## src/rtl/clk_freq_monitor.sv

```systemverilog
// Frequency monitor: counts synchronized rising edges of sig_in over a fixed gate
// window of clkin, range-checks each count and derives a debounced lock flag.
module clk_freq_monitor #(
   parameter int GATE_CYCLES  = 100000,
   parameter int CNT_W        = 20,
   parameter int EXPECTED     = 25000,
   parameter int TOL          = 250,
   parameter int LOCK_WINDOWS = 4,
   parameter int SETTLE       = 4
) (
   input  logic             clkin,
   input  logic             reset,
   input  logic             enable,
   input  logic             sig_in,
   output logic [CNT_W-1:0] count_o,
   output logic             count_valid,
   output logic             in_range,
   output logic             locked,
   output logic             fail
);

   localparam int GATE_W = (GATE_CYCLES > 1) ? $clog2(GATE_CYCLES) : 1;
   localparam int SET_W  = (SETTLE > 1) ? $clog2(SETTLE) : 1;
   localparam int LOCK_W = $clog2(LOCK_WINDOWS + 1);

   localparam logic [GATE_W-1:0] GATE_LAST   = GATE_W'(GATE_CYCLES - 1);
   localparam logic [SET_W-1:0]  SETTLE_LAST = SET_W'(SETTLE - 1);
   localparam logic [LOCK_W-1:0] LOCK_MAX    = LOCK_W'(LOCK_WINDOWS);
   localparam logic signed [CNT_W:0] EXP_S   = (CNT_W + 1)'(EXPECTED);
   localparam logic signed [CNT_W:0] TOL_S   = (CNT_W + 1)'(TOL);

   localparam logic [1:0] ST_IDLE    = 2'd0;
   localparam logic [1:0] ST_ARM     = 2'd1;
   localparam logic [1:0] ST_MEASURE = 2'd2;

   logic [1:0]        state;
   logic              sync1, sync2, sync3;
   logic              edge_pulse;
   logic [GATE_W-1:0] gate_cnt;
   logic [SET_W-1:0]  settle_cnt;
   logic [CNT_W-1:0]  edge_cnt;
   logic [CNT_W-1:0]  result;
   logic [LOCK_W-1:0] lock_cnt;
   logic [LOCK_W-1:0] lock_next;
   logic signed [CNT_W:0] diff;
   logic              in_win;

   assign edge_pulse = sync2 & ~sync3;

   // Running count including this cycle's edge; saturates instead of wrapping.
   assign result = (edge_pulse && !(&edge_cnt)) ? edge_cnt + 1'b1 : edge_cnt;

   // Widened signed difference: no wrap, and a negative lower bound clamps to 0 naturally.
   assign diff   = $signed({1'b0, result}) - EXP_S;
   assign in_win = (diff >= -TOL_S) && (diff <= TOL_S);

   assign lock_next = (lock_cnt == LOCK_MAX) ? LOCK_MAX : lock_cnt + 1'b1;

   // NOTE: every register here, outputs included, is cleared by the synchronous reset so
   // downstream logic never sees a stale lock or count after reset.
   always_ff @(posedge clkin) begin
      if (reset) begin
         state       <= ST_IDLE;
         sync1       <= 1'b0;
         sync2       <= 1'b0;
         sync3       <= 1'b0;
         gate_cnt    <= '0;
         settle_cnt  <= '0;
         edge_cnt    <= '0;
         lock_cnt    <= '0;
         count_o     <= '0;
         count_valid <= 1'b0;
         in_range    <= 1'b0;
         locked      <= 1'b0;
         fail        <= 1'b0;
      end else begin
         // NOTE: non-blocking assignments throughout, so every register samples the
         // pre-edge value of the others regardless of statement order.
         sync1       <= sig_in;
         sync2       <= sync1;
         sync3       <= sync2;
         count_valid <= 1'b0;
         fail        <= 1'b0;

         case (state)
            ST_IDLE: begin
               gate_cnt   <= '0;
               settle_cnt <= '0;
               edge_cnt   <= '0;
               lock_cnt   <= '0;
               locked     <= 1'b0;
               if (enable) state <= ST_ARM;
            end

            ST_ARM: begin
               if (!enable) begin
                  state <= ST_IDLE;
               end else if (settle_cnt == SETTLE_LAST) begin
                  state      <= ST_MEASURE;
                  settle_cnt <= '0;
                  gate_cnt   <= '0;
                  edge_cnt   <= '0;
               end else begin
                  settle_cnt <= settle_cnt + 1'b1;
               end
            end

            ST_MEASURE: begin
               if (!enable) begin
                  // Abort: partial count is discarded, last published result is kept.
                  state    <= ST_IDLE;
                  locked   <= 1'b0;
                  lock_cnt <= '0;
               end else if (gate_cnt == GATE_LAST) begin
                  gate_cnt    <= '0;
                  edge_cnt    <= '0;
                  count_o     <= result;
                  count_valid <= 1'b1;
                  in_range    <= in_win;
                  if (in_win) begin
                     lock_cnt <= lock_next;
                     if (lock_next == LOCK_MAX) locked <= 1'b1;
                  end else begin
                     lock_cnt <= '0;
                     locked   <= 1'b0;
                     fail     <= 1'b1;
                  end
               end else begin
                  gate_cnt <= gate_cnt + 1'b1;
                  edge_cnt <= result;
               end
            end

            default: state <= ST_IDLE;
         endcase
      end
   end

endmodule

```

## config.mk

```make
export PLATFORM = sky130hd
export DESIGN_NAME = clk_freq_monitor
export DESIGN_NICKNAME = d
export VERILOG_FILES = /design/src/rtl/clk_freq_monitor.sv
export SDC_FILE = /design/constraint.sdc
export NUM_CORES = 1
export LEC_CHECK = 0
export ABC_CLOCK_PERIOD_IN_PS = 3600
export BUFFER_PORTS_ARGS = -buffer_cell sky130_fd_sc_hd__buf_2
export CAP_MARGIN = 40
export CORE_MARGIN = 2
export CORE_UTILIZATION = 44
export CTS_BUF_LIST = sky130_fd_sc_hd__clkbuf_4
export DETAILED_ROUTE_END_ITERATION = 8
export GPL_TIMING_DRIVEN = 0
export SYNTH_ARGS = -nofsm -noshare
export SYNTH_HDL_FRONTEND = slang
export SYNTH_SLANG_ARGS = --single-unit
```

## constraint.sdc

```tcl
create_clock -name clkin -period 3.6 [get_ports clkin]
set_input_delay 0.18 -clock clkin [delete_from_list [all_inputs] [get_ports clkin]]
set_output_delay 0.18 -clock clkin [all_outputs]
set_load 0.005 [all_outputs]
```

==> impl_metrics.yaml, run 1 <==
run_status:
  run_status: "complete, but fails checks"
  failed_checks: "negative setup slack"
setup_path:
  setup.worst_path.class: "register to register"
  rr_endpoint: "locked"
  worst-r2r-setup-slack_ns: -0.02
  r2r.worst_path.cells: 11
  crit_path_max_fanout: 5
  cp-start-kind: "register"
  critical_path_arrival_ns: 3.96
  worstSetupEndpointType: "register"
  worst-endpoint-required_ns: 3.94
  r2r_start: "edge_cnt[1]"
drt:
  routed_wirelength_um: 14100
  maxUsedRoutingLayer: "met4"
  dr_pass1_iterations: 5
  detailedRoute.firstIterationViolations: 433
  num_vias: 4654
  drtAntennaViolNets: 0
  wl_met2_um: 6560
  vias_per_cell: 6.03
  wl_per_cell_um: 18.3
  routedLengthMet1_um: 6140
  route.detailed.drc: 0
  met3_length_um: 900
synthesis:
  post_synth_most_frequent_cells: "89 x nor2_1, 71 x dfxtp_1, 52 x nand2_1, 46 x a21oi_1, 23 x nand3_1"
  synthXorXnorAreaFrac_pct: 5.25
  synth_edf_count: 0
  seq_area_frac_synth_pct: 32.8
  synth-adder-area-share_pct: 2.02
  synth_compound_area_share_pct: 25.1
  post_synth_inst_count: 573
  synth_warnings: 0
  syn_avg_cell_area_um2: 7.57
  yosys-mux-area-fraction_pct: 0.491
  syn_area_um2: 4340
  netlist_top_cells_area: "dfxtp_1 33%, nor2_1 7.7%, a21oi_1 5.3%"
  synthMostInstantiatedCell: "nor2_1"
  synth_top_area_share_pct: 32.8
  simple_gate_fraction_of_synth_area_pct: 30.2
  synth_top_family_by_area: "simple AND/OR/NAND/NOR gates"
  postSynth.topFlopCell: "dfxtp_1"
  synthesized_nets: 584
  yosys_register_bits: 71
  synth_top_cell_by_area: "dfxtp_1"
  number_of_unique_standard_cell_types_used_by_synthesis: 66
  ys_async_rst_share_pct: 0
timing:
  finalWorstSetupSlack_ns: -0.0234
  rsz0062_at_grt: "yes"
  final_hold_slack_ns: 0.116
  max_clock_freq_ghz: 0.276
  setup-violations-final: 1
  finalHoldViolations: 0
  worst_pin_slew_ns: 0.935
  min_period_ns: 3.62
  timing.final.crit_share_pct: 101
  slew_violations: 0
  slew-limit-headroom_pct: 37.3
  finClkSkew_ns: 0.0275
power:
  pwr_density_cell_nw_per_um2: 271
  vdd_drop_max_mv: 0.160
  power.leakage_nw: 1.83
floorplanning:
  floorplan.core_area_um2: 9680
  std_cell_rows: 36
  die_width_um: 103
  design.die.area_um2: 10700
  start_util_pct: 44.8
  ioPinCount: 28
  die_h_um: 103
place:
  number_of_port_buffers: 26
  detailedPlace.worstSlack_ns: -0.819
  place_hpwl_um: 9870
  finalWeightedCongestion: 0.984
clock_tree:
  clkLatencyLatePin_ns: 0.43
  clockRootBuffer: "clkbuf_4"
  path_clk_slew_ns: 0.12
  h-tree-depth: 3
  clock_tree.buffer_depth: 2
  cts_inserted_buffers: 9
  tritoncts: "done"
  tritoncts_num_sinks: 71
layout:
  drive_above_1_share_pct: 21.6
  fin_nets: 645
  register_area_um2: 1430
  diodes: 0
  multiInputGateArea_um2: 3020
  fillers: 927
  area_delta_synth_final_pct: 22.3
global_route:
  first_global_vias: 4166
  gr-total-overflow: 0
  initial_antenna_violation_count: 0
  grt.total_usage_pct: 26.6
  grt_first_pass_wirelength_um: 21600
  grt_start_max_net_pins: 14
run:
  max_cap_viol_count: 0
worst_hold_path:
  hp-class: "input port to register"
  min_from: "enable"
  holdPathStages: 3
  holdPathEnd: "state[1]"
-- report_power, final --
part           switching [mW]  total, mW  internal (mW)
registers             0.00151      0.788          0.787
clock network           0.311      0.606          0.294
logic                  0.0348     0.0452         0.0104
total                   0.348       1.44           1.09
-- routing by layer --
| layer | vias up | GRT usage (%) |
|---|---|---|
| met1 | 2210 | 34.8 |
| met3 | 32 | 5.71 |
| met5 | - | 0 |
| met4 | 0 | 12.6 |
| li1 | 2232 | - |
| met2 | 180 | 42.0 |
-- cells by family after synthesis --
group	after synthesis
mux	2
buf+inv	45
compound gates	159
fa+ha+maj	7
flops	71
simple gates	263
xor+xnor	26
-- worst max-delay path: stages (launching register included) --
cell and delay (ns):
dfxtp_4 0.39, ha_4 0.14, nand3b_1 0.15, or4_4 0.56, o21ai_2 0.30, nand2_2 0.20, a211oi_2 0.33, mux2i_1 0.17
or3_1 0.37, or4_4 0.56, a2bb2oi_4 0.20, a211oi_2 0.19
-- layout by cell type, fill, tap and decap left out, types with 9 or more instances in the layout --
cell      instances
xor2_1            9
a22oi_1          10
buf_4            23
nor3_1           13
inv_1            13
o21ai_0          18
dfxtp_1          65
a21oi_1          44
xnor2_1          12
nand4_1          13
a31oi_1          10
clkbuf_1         18
clkbuf_4         13
buf_2            31
and3_1            9
a211oi_1         10
nor2_1           83
or3_1            12
nand2_1          49
nand3_1          22
-- worst max-delay path by stage --
stage	startpoint	end	slack [ns]	depth (start not counted)
after global placement	edge_cnt[2]	locked	-0.81	13
after CTS	edge_cnt[7]	locked	0.0009	10
after floorplan	edge_cnt[1]	locked	0.1	11
final	edge_cnt[1]	locked	-0.02	11
after global routing	edge_cnt[2]	locked	-0.12	13
after detailed placement	edge_cnt[2]	locked	-0.82	13
-- area by class of cell --
cell class,instances,share of cell area [%]
multi-input combinational,458,57.0
sequential,71,27.0
timing repair buffer,51,6.11
tap,133,3.14
buffer,30,2.62
clock inverter,6,1.77
clock buffer,10,1.42
inverter,13,0.920
-- stage by stage --
step | setup TNS (ns) | instances | util [%] | power (mW) | instance area (um^2)
after floorplan | 0 | 573 | - | 0.834 | 4340
after global placement | -4.12 | 732 | 47.8 | 0.850 | 4630
after global routing | -0.408 | 772 | 54.8 | 1.50 | 5300
after CTS | 0 | 768 | 53.0 | 1.46 | 5130
after detailed placement | -4.15 | 733 | 47.9 | 0.851 | 4640
final | -0.0234 | 772 | 54.8 | 1.44 | 5300
-- flip-flops by register name (all words and copies together) (netlist names), 2 cells and up --
signal and flops:
state 2, gate_cnt 17, lock_cnt 3, count_o 20
settle_cnt 2, edge_cnt 20
-- what timing repair did --
item,CTS,global route
setup buffers,18,5
setup endpoints to repair,6,6
hold buffers,1,0
endpoints found under the hold margin,1,0
gates resized for setup,42,36
pin swaps,11,9
cloned,0,1
Note: power is estimated with default switching activity, not from simulation.
==> inputs of run 2 (changes only) <==
--- a/config.mk
+++ b/config.mk
@@ -8,7 +8,6 @@
 export ABC_CLOCK_PERIOD_IN_PS = 3600
 export BUFFER_PORTS_ARGS = -buffer_cell sky130_fd_sc_hd__buf_2
 export CAP_MARGIN = 40
-export CORE_MARGIN = 2
 export CORE_UTILIZATION = 44
 export CTS_BUF_LIST = sky130_fd_sc_hd__clkbuf_4
 export DETAILED_ROUTE_END_ITERATION = 8
==> constraint.sdc (replaced) <==
create_clock -name clkin -period 3.6 [get_ports clkin]
set_input_delay 0.18 -clock clkin [delete_from_list [all_inputs] [get_ports clkin]]
set_output_delay 0.18 -clock clkin [all_outputs]
set_load 0.05 [all_outputs]
==> run 2 against run 1 <==
Net effect:
- the run now ends clean
- flip-flop and latch count is the same
- wire length shrank 2.3%
- maximum frequency grew 0.71%
- combinational power shrank 2%
- utilization grew 3.0 points
- first-iteration DRC count shrank 14%
- final cell count grew 0.26%
- non-clock buffer count grew 7
- die area shrank 3.8%
- setup slack gained 0.026 ns
- power shrank 5.5%
==> impl_metrics.yaml, run 2 (same netlist as run 1, synthesis figures left out) <==
power:
  vdd_drop_max_mv: 0.178
  p_int_mw: 1.02
  fin_total_pwr_mw: 1.36
  power.leakage_nw: 1.90
  p_comb_share_pct: 3.3
  sequentialPowerShare_pct: 57.7
  clock_power_share_pct: 39.0
  switchingPower_mw: 0.339
  p_sw_share_pct: 24.9
  pwr_density_cell_nw_per_um2: 251
drt:
  wl_per_cell_um: 17.8
  dr_pass1_iterations: 5
  detailedRoute.firstIterationViolations: 372
  drtAntennaViolNets: 0
  num_vias: 4680
  route.detailed.drc: 0
  routed_wirelength_um: 13800
  vias_per_cell: 6.05
floorplanning:
  start_util_pct: 46.3
  design.die.area_um2: 10300
  die_h_um: 101
  std_cell_rows: 35
  floorplan.core_area_um2: 9370
  die_width_um: 101
  ioPinCount: 28
layout:
  final-instance-count-excl-fill: 774
  fillers: 905
  diodes: 0
  most-common-layout-cells: "82 x nor2_1, 61 x dfxtp_1, 49 x nand2_1"
  area_delta_synth_final_pct: 24.9
  fin_nets: 651
  final_core_util_pct: 57.8
  drive_above_1_share_pct: 23.9
  most_frequent_standard_cell_in_the_layout_excluding_fill_and_tap_cells: "nor2_1"
  layout_top_registers: "count_o: 20 flops, edge_cnt: 20 flops, gate_cnt: 17 flops"
setup_path:
  cp-start-kind: "register"
  rr_endpoint: "locked"
  setup.worst_path.class: "register to register"
  critical_path_arrival_ns: 3.95
  worstSetupEndpointType: "register"
  timing.critical_path.slowest_stage_cell: "or4_4"
  r2r.worst_path.cells: 14
  worst-endpoint-required_ns: 3.95
  r2r_start: "edge_cnt[0]"
  crit_path_max_fanout: 7
  worst-r2r-setup-slack_ns: 0.002
  crit_path_max_incr_delay_ns: 0.58
  cp_cell_sequence: "clkbuf_4 > nand4b_1 > buf_4 > buf_4 > nor4_4 > xnor2_2 > nand4_1 > buf_4 > nor2_4 > a221oi_1 > or3_1 > or4_4 > a2bb2oi_4 > a211oi_2"
  crit_top_cell: "buf_4"
run:
  max_cap_viol_count: 0
worst_hold_path:
  hp-class: "input port to register"
  min_from: "enable"
  holdPathEnd: "state[1]"
  holdPathStages: 3
timing:
  timing.final.crit_share_pct: 99.9
  rsz0062_at_grt: "yes"
  slew-limit-headroom_pct: 44.0
  min_period_ns: 3.60
  finalWorstSetupSlack_ns: 0.00211
  finalHoldViolations: 0
  max_clock_freq_ghz: 0.278
  final_hold_slack_ns: 0.109
  slew_violations: 0
  setup-violations-final: 0
  finClkSkew_ns: 0.0130
  worst_pin_slew_ns: 0.836
place:
  finalWeightedCongestion: 0.971
  number_of_port_buffers: 26
  dp.cells: 728
  place_hpwl_um: 9540
  detailedPlace.worstSlack_ns: -0.619
global_route:
  grt_start_max_net_pins: 13
  gr-total-overflow: 0
  first_global_vias: 4136
  grt.total_usage_pct: 27.5
  grt_first_pass_wirelength_um: 21700
  initial_antenna_violation_count: 0
clock_tree:
  clock_tree.buffer_depth: 2
  path_clk_slew_ns: 0.12
  tritoncts_num_sinks: 71
  clkLatencyLatePin_ns: 0.43
  cts_inserted_buffers: 9
  h-tree-depth: 3
  tritoncts: "done"
  clockRootBuffer: "clkbuf_4"
run_status:
  run_status: "finished clean"
## run 2: cell types whose count changed in the layout (fill, tap and decap cells not counted), moves of 2 or more
cell / before / now
dfxtp_1: 65 / 61
buf_2: 31 / 28
xnor2_2: 2 / 4
dfxtp_4: 1 / 5
and3_1: 9 / 7
clkinv_4: 2 / 0
nand3_1: 22 / 20
nand2_2: 2 / 0
nand3_2: 1 / 3
xnor2_1: 12 / 10
buf_4: 23 / 33
## run 2: critical path, delay by kind of cell, from the launching register on
family / cells / cell delay, ns
AO/OA/AOI/OAI: 3 / 0.50
XOR/XNOR: 1 / 0.18
buffers and inverters: 4 / 0.74
flip-flops: 1 / 0.37
AND/OR/NAND/NOR: 6 / 1.72
## run 2: final cells by class
cell class / count / area [um^2] / area share, %
plain buffers: 29 / 143 / 2.63
clock buffers: 11 / 82.6 / 1.52
clock inverters: 5 / 57.6 / 1.06
inverters: 13 / 48.8 / 0.901
multi-input cells: 457 / 3090 / 57.1
flip-flops and latches: 71 / 1450 / 26.7
well taps: 129 / 161 / 2.98
repair buffers: 59 / 384 / 7.09
## run 2: layer usage
metal	GRT usage [%]	routed length, um	up-vias
met2	41.3	6020	187
met5	0	0	-
met3	4.62	889	41
met1	38.9	6430	2219
met4	11.0	447	0
li1	-	-	2233
## run 2: how the worst max path moves through the flow
stage | end | cells past startpoint | startpoint | slack, ns
2_1_floorplan | locked | 11 | edge_cnt[1] | 0.1
3_3_place_gp | locked | 13 | edge_cnt[2] | -0.63
3_5_place_dp | locked | 13 | edge_cnt[2] | -0.62
4_1_cts | locked | 13 | edge_cnt[11] | 0.004
5_1_grt | locked | 14 | edge_cnt[0] | -0.07
6_report | locked | 14 | edge_cnt[0] | 0.002
## run 2: per-stage QoR
stage / setup TNS [ns] / cell area [um^2]
after floorplan: 0 / 4340
after global placement: -3.07 / 4630
after detailed placement: -3.01 / 4630
after CTS: 0 / 5060
after global routing: -0.123 / 5420
final: 0 / 5420
## run 2: repair_timing
item	4_1_cts	5_1_grt
setup buffers	14	18
gates resized for setup	45	59
endpoints found under the hold margin	1	0
gates cloned	0	0
setup endpoints to repair	6	6
pin swaps	10	17
hold buffers	1	0
## run 2: power by group through the flow
| stage | Combinational [mW] | Clock (mW) | Sequential [mW] |
|---|---|---|---|
| floorplan | 0.0277 | 0 | 0.806 |
| global placement | 0.0428 | 0 | 0.807 |
| detailed placement | 0.0432 | 0 | 0.807 |
| CTS | 0.0442 | 0.551 | 0.788 |
| global route | 0.0495 | 0.583 | 0.786 |
| finish | 0.0444 | 0.531 | 0.785 |
